`src/rtl/rank_order_filter.sv`:
```
// Rank-order filter: fully sorts one WIN x WIN window per cycle through an
// N-stage registered odd-even transposition network and selects one order statistic.
module rank_order_filter #(
  parameter int unsigned DW  = 8,
  parameter int unsigned WIN = 3,
  parameter int unsigned RW  = $clog2(WIN*WIN)
) (
  input  logic                    clk,
  input  logic                    rst_n,
  input  logic                    in_valid,
  output logic                    in_ready,
  input  logic [WIN*WIN*DW-1:0]   in_win,
  input  logic [RW-1:0]           in_rank,
  output logic                    out_valid,
  input  logic                    out_ready,
  output logic [WIN*WIN*DW-1:0]   out_sorted,
  output logic [DW-1:0]           out_sel,
  output logic                    out_rank_err
);

  localparam int unsigned N  = WIN*WIN;
  localparam int unsigned VW = N*DW;

  logic              en;
  logic [VW-1:0]     src     [N];
  logic [VW-1:0]     cx      [N];
  logic [VW-1:0]     st_data [N];
  // Rank is only needed up to the stage feeding the final select register.
  logic [RW-1:0]     st_rank [N-1];
  logic [N-1:0]      st_err;
  logic [N-1:0]      st_valid;
  logic [RW-1:0]     rank_c;
  logic              err_c;
  logic [DW-1:0]     sel_c;
  logic [DW-1:0]     sel_q;

  // Single global advance: the whole pipe moves unless the output is held.
  assign en       = !out_valid || out_ready;
  assign in_ready = en;

  // Out-of-range ranks clamp to the maximum and are flagged.
  always_comb begin
    err_c  = (in_rank >= RW'(N));
    rank_c = err_c ? RW'(N - 1) : in_rank;
  end

  assign src[0] = in_win;
  for (genvar s = 1; s < N; s++) begin : g_src
    assign src[s] = st_data[s-1];
  end

  // Stage s (0-based) exchanges pairs starting at index s%2; pairs are disjoint.
  always_comb begin
    for (int unsigned s = 0; s < N; s++) begin
      cx[s] = src[s];
      for (int unsigned k = s % 2; k + 1 < N; k += 2) begin
        if (src[s][k*DW +: DW] > src[s][(k+1)*DW +: DW]) begin
          cx[s][k*DW +: DW]     = src[s][(k+1)*DW +: DW];
          cx[s][(k+1)*DW +: DW] = src[s][k*DW +: DW];
        end
      end
    end
  end

  // Select from the last stage's next value so out_sel is a plain register.
  always_comb begin
    sel_c = '0;
    for (int unsigned k = 0; k < N; k++) begin
      if (st_rank[N-2] == RW'(k)) begin
        sel_c = cx[N-1][k*DW +: DW];
      end
    end
  end

  always_ff @(posedge clk or negedge rst_n) begin
    if (!rst_n) begin
      st_valid <= '0;
      st_err   <= '0;
      sel_q    <= '0;
      for (int unsigned s = 0; s < N; s++) begin
        st_data[s] <= '0;
      end
      for (int unsigned s = 0; s < N - 1; s++) begin
        st_rank[s] <= '0;
      end
    end else if (en) begin
      st_valid   <= {st_valid[N-2:0], in_valid};
      st_err     <= {st_err[N-2:0], err_c};
      st_rank[0] <= rank_c;
      sel_q      <= sel_c;
      for (int unsigned s = 0; s < N; s++) begin
        st_data[s] <= cx[s];
      end
      for (int unsigned s = 1; s < N - 1; s++) begin
        st_rank[s] <= st_rank[s-1];
      end
    end
  end

  assign out_valid    = st_valid[N-1];
  assign out_rank_err = st_err[N-1];
  assign out_sorted   = st_data[N-1];
  assign out_sel      = sel_q;

endmodule
```
`config.mk`:
```
export PLATFORM = sky130hd
export DESIGN_NAME = rank_order_filter
export DESIGN_NICKNAME = d
export VERILOG_FILES = /design/src/rtl/rank_order_filter.sv
export SDC_FILE = /design/constraint.sdc
export NUM_CORES = 2
export LEC_CHECK = 0
export BUFFER_PORTS_ARGS = -buffer_cell sky130_fd_sc_hd__buf_2
export CORE_MARGIN = 8
export CORE_UTILIZATION = 60
export DETAILED_ROUTE_END_ITERATION = 7
export GPL_ROUTABILITY_DRIVEN = 0
export PLACE_DENSITY = 0.78
export SLEW_MARGIN = 0
export SYNTH_ARGS = -nofsm -noshare
export SYNTH_HDL_FRONTEND = slang
export SYNTH_SLANG_ARGS = --single-unit
```
`constraint.sdc`:
```
create_clock -name clk -period 2.9 [get_ports clk]
set_input_delay 0.29 -clock clk [delete_from_list [all_inputs] [get_ports clk]]
set_output_delay 0.29 -clock clk [all_outputs]
set_load 0.005 [all_outputs]
```
## Yosys cells after proc, flatten, opt, wreduce, memory -nomap -nowiden

Index checks and enable logic that the tools add are counted.

| operators by class | value |
|---|---|
| magnitude comparators | 37 |
| equal/unequal tests | 8 |
| mux-type cells | 46 |
| reduce and logical (&&, ||, !) cells | 3 |

Operators by type and width:

| operator | number |
|---|---|
| 2-to-1 mux 16 bit | 36 |
| > comparator 8 bit | 36 |
| 2-to-1 mux 8 bit | 9 |
| equality test 4 x 3 -> 1 bit, second input constant | 4 |
| equality test 4 x 2 -> 1 bit, second input constant | 2 |
| equality test 4 x 1 -> 1 bit, second input constant | 1 |
| equality test 4 bit, second input constant | 1 |
| greater-or-equal comparator 4 bit, second input constant | 1 |
| zero test 4 bit | 1 |
| 2-to-1 mux 4 bit | 1 |
| zero test 1 bit | 1 |
| logical OR 1 bit | 1 |

| storage, ports and cells | value |
|---|---|
| register bits after elaboration | 706 |
| input bits | 80 |
| output and inout bits | 83 |
| logic and storage cells | 114 |

## Longest topological paths before layout

| logic depth | value |
|---|---|
| word-level depth | 11 |
| mapped depth | 12 |
| depth with buffers taken out | 10 |

## Worst setup path before layout

No wires, ideal clock.

| path | value |
|---|---|
| path kind | reg-to-reg |
| from | register st_data, in the netlist src[17] |
| to | register sel_q[0] (netlist: out_sel[0]) |
| arrival | 2.423 ns |
| setup slack | 0.351 ns |
| cell stages (with the launch flop) | 10 |
| buffers on the path | 0 |
| clock period less this slack | 2.549 ns |
| cell sequence | dfrtp_1 -> ha_1 -> nor2b_1 -> o211ai_2 -> a21oi_1 -> o32ai_4 -> xnor2_2 -> mux2_2 -> a211oi_1 -> o21ai_1 |

| between the ends | value |
|---|---|
| cells in the longest elaborated chain, start to end | 9 |

RTL lines:

| what | line | source |
|---|---|---|
| from (decl) | 27 | `logic [VW-1:0] st_data [N];` |
| from (signal, indexed assignment) | 92 | `st_data[s] <= cx[s];` |
| > comparator 8 bit (*) | 57 | `if (src[s][k*DW +: DW] > src[s][(k+1)*DW +: DW]) begin` |
| 2-to-1 mux 16 bit (*) | 57 |  |
| 2-to-1 mux 8 bit | 69 | `if (st_rank[N-2] == RW'(k)) begin` |
| 2-to-1 mux 8 bit (*) (6 in series) | 69 |  |
| to (signal assigned) | 90 | `sel_q <= sel_c;` |
| to (decl) | 35 | `logic [DW-1:0] sel_q;` |

Mark *: on every way between the ends. The rest lies on a longest branch, timed or not.
A chain may end at the register's enable or synchronous reset.

## Worst setup path in the final report

| path | value |
|---|---|
| from | input port in_win[33] |
| to | register st_data, in the netlist src[543] |

| between the ends | value |
|---|---|
| cells in the longest elaborated chain, start to end | 2 |

RTL lines:

| what | line | source |
|---|---|---|
| from (decl) | 12 | `input logic [WIN*WIN*DW-1:0] in_win,` |
| > comparator 8 bit | 57 |  |
| 2-to-1 mux 16 bit | 57 |  |

Every way passes these cells.

==> summary.txt <==
Die
  – Chip height: 270 um
  – Die Width: 270 um
  – Die area: 72900 um2
  – Num rows: 93
  – Ports: 163
  – Initial Util: 60.4%
  – Core area: 64100 um2

Final layout
  – Final std cells w/o fill: 5266
  – # fillers: 5048
  – Share of cells above drive strength 1: 8.98%
  – Nets: 4726
  – Reg area: 17700 um2
  – Multi-input logic area: 19100 um2
  – Area delta synth->final: 13.1%
  – N_diodes: 0

Yosys
  – Number of synthesized flops with an enable pin: 0
  – Largest family of logic cells by synthesized area: compound AO/OA/AOI/OAI gates
  – Area share of fa/ha/maj cells after synthesis: 9.30%
  – Synth Flop Type: dfrtp_1
  – Unique cell type count in the Yosys netlist: 50
  – Synth Area in Compound Gates: 14.9%
  – Syn_area_per_cell: 9.19 um2
  – Sequential area share after synthesis: 45.6%
  – Synthesized area: 38700 um2
  – Post-synthesis xor/xnor area fraction: 0.0420%
  – #FFs+latches synth: 706
  – Mapped Cells: 4216
  – Top cell type's share of synthesized area: 45.6%
  – Synth area leaders: dfrtp_1 (46%), mux2i_1 (9.4%), ha_1 (9.3%), nand2_1 (8.8%), o21ai_0 (5.8%)
  – Ys Warns: 0
  – Post-synthesis mux area share: 9.67%
  – Ys async rst share: 100%
  – Syn nets: 4584
  – Post-synthesis simple-gate area fraction: 14.9%
  – Area leader, netlist: dfrtp_1

Power and ir drop
  – Pwr Density: 1300 nW/um2
  – Max VDD drop: 637 uV
  – Leak pwr: 21.4 nW

Critical path
  – Critical Path RT: 3.39 ns
  – Worst Setup Start Kind: input port
  – Data arrival, critical path: 3.22 ns
  – Worst Path Class, Setup: input port to flop
  – Critical Path End Type: flop
  – Crit Path Max Fanout: 17

Route
  – DR vias: 30700
  – Starting DRT DRC Count: 2317
  – Routed wire length: 91800 um
  – ANT nets after route: 0
  – Drt first pass iters: 6
  – # DRC: 0
  – Via/cell ratio: 5.83
  – DR WL/cell: 17.4 um

GRT
  – GRT Total Usage: 24.7%
  – Initial antenna violation count: 0
  – First-pass GRT wire length: 152000 um
  – Largest net degree at the start of global routing: 221
  – Vias in the first global route: 29700
  – GRT overflow: 0

Min path
  – HP Class: input port to flop

Clocking
  – H-Tree Depth: 3
  – Post-CTS Repair Setup Buffers: 0
  – Cts bufs inserted: 74
  – Sink Count: 706
  – CTS clock-pin slew for the worst setup and hold paths: 0.06 ns
  – Maximum root-to-sink buffer count: 3
  – Clock Root Buffer: clkbuf_16
  – CTS tree: done
  – Clock Latency Late Sink: 0.62 ns

Job
  – Max cap viols: 0

Timing
  – Layout Skew: 0.0256 ns
  – Final Setup Violations: 0
  – RSZ-0062 raised after global routing: false
  – Worst hold slack: 0.0255 ns
  – Period minus WS final: 2.74 ns
  – Max_slew headroom: 47.1%
  – Final Hold Fails: 0
  – Fin Setup TNS: 0 ns
  – Fin crit share: 94.4%
  – Fmax: 365 MHz
  – Slew Viols, Final: 0
  – Worst Tran Pin Value: 0.794 ns

Outcome
  – Status: finished clean

Placed design
  – Buffers added on ports: 162
  – DP HPWL: 63900 um
  – Total placed cells including tap cells: 5065
[Yosys cell counts, types with 2 or more instances]
cell type,n
nand2_1,909
dfrtp_1,706
o21ai_0,446
mux2i_1,365
inv_1,309
ha_1,288
nand3_1,229
clkbuf_1,223
o221ai_1,191
a21oi_1,125
nor2_1,105
o21a_1,60
nor2b_1,55
nand4_1,34
buf_2,28
a21o_1,21
o21ai_1,17
o31ai_2,17
nand3b_1,14
nor3_1,10
mux2_2,7
nand2b_1,6
o211a_1,6
a221oi_1,5
a211oi_1,4
o211ai_1,4
a22oi_1,3
and3_1,3
a221o_1,2
and2_1,2
buf_1,2
o2111ai_1,2
[path summary, 6_finish.rpt]
path	start	to	slack [ns]	depth (start not counted)
worst max-delay path	in_win[33]	src[543]	0.16	12
worst min register to register	st_rank[27]	st_rank[27]	0.46	2
min in group asynchronous	rst_n	src[521]	0.25	2
worst max register to register	src[25]	out_sel[0]	0.16	10
worst min-delay path	in_win[7]	cx[511]	0.03	3
max in group asynchronous	rst_n	st_rank[19]	1.72	3
[registers in the layout (all words and copies together), names as in the netlist]
name / count
st_rank: 32
out_sel: 8
cx: 64
st_valid: 9
st_err: 9
src: 512
out_sorted: 72
[cell type report]
| class | instances | area share (%) |
|---|---|---|
| clock inverter | 21 | 0.517 |
| multi-input combinational | 2947 | 43.5 |
| clock buffer | 108 | 4.94 |
| timing repair buffer | 319 | 5.55 |
| sequential | 706 | 40.4 |
| tap | 855 | 2.44 |
| inverter | 310 | 2.67 |
[power by group]
part	switching, mW	internal [mW]
Sequential	4.35	14.3
Combinational	16.2	12.6
Clock	3.91	5.52
Total	24.5	32.4
[per-stage QoR]
stage	total power, mW	utilization (%)	instance area, um2	setup slack (ns)
final	56.9	68.3	43800	0.163
after global routing	61.4	68.3	43800	0.0172
after CTS	56.9	68.3	43800	0.0947
after detailed placement	47.0	63.4	40700	0.186
after global placement	46.0	63.4	40700	0.231
after floorplan	38.9	-	38700	0.351
[layer usage]
metal | share of wire, % | global-route usage (%)
met1 | 45 | 33.2
met2 | 48 | 41.4
met3 | 4.5 | 3.51
met4 | 2.9 | 7.65
met5 | 0 | 0
[cell usage in the layout (no fill, tap or decap), types with 14 or more instances in the layout]
master         Yosys  layout
clkbuf_16          0      75
clkbuf_1         223      17
o31ai_4            0      14
nand3_1          229     229
o21ai_0          446     446
a21o_1            21      21
nand3b_1          14      14
a21oi_1          125     125
ha_1             288     288
clkbuf_8           0      16
nor2_1           105     104
mux2i_1          365     365
o221ai_1         191     191
inv_1            309     308
dfrtp_1          706     706
o21ai_1           17      17
o21a_1            60      60
buf_12             0      20
buf_2             28     161
buf_4              0      65
dlygate4sd3_1      0      72
nand2_1          909     908
nor2b_1           55      54
nand4_1           34      34
[critical path: stages]
cell           delay [ns]
dlygate4sd3_1        0.53
buf_2                0.14
ha_1                 0.30
nor2b_1              0.13
o21a_1               0.17
o21a_1               0.16
o21ai_0              0.16
a21oi_1              0.12
o31ai_4              0.19
buf_4                0.27
o221ai_1             0.16
dlygate4sd3_1        0.59
[logic make-up (layout without fill, tap and decap cells)]
family,count (synthesis),count (layout)
DFF,706,706
adders and majority gates,288,288
and+or+nand+nor,1370,1370
xor gates and xnor gates,1,1
AOI/OAI and AO/OA,915,915
buffers and inverters,563,758
muxes,373,373
[what timing repair did]
action | 4_1_cts | 5_1_grt
endpoints found under the hold margin | 92 | 0
resized for setup | 0 | 3
hold buffers | 72 | 0
setup endpoints to repair | 0 | 12
No activity file was read; power rests on OpenSTA's default activity.
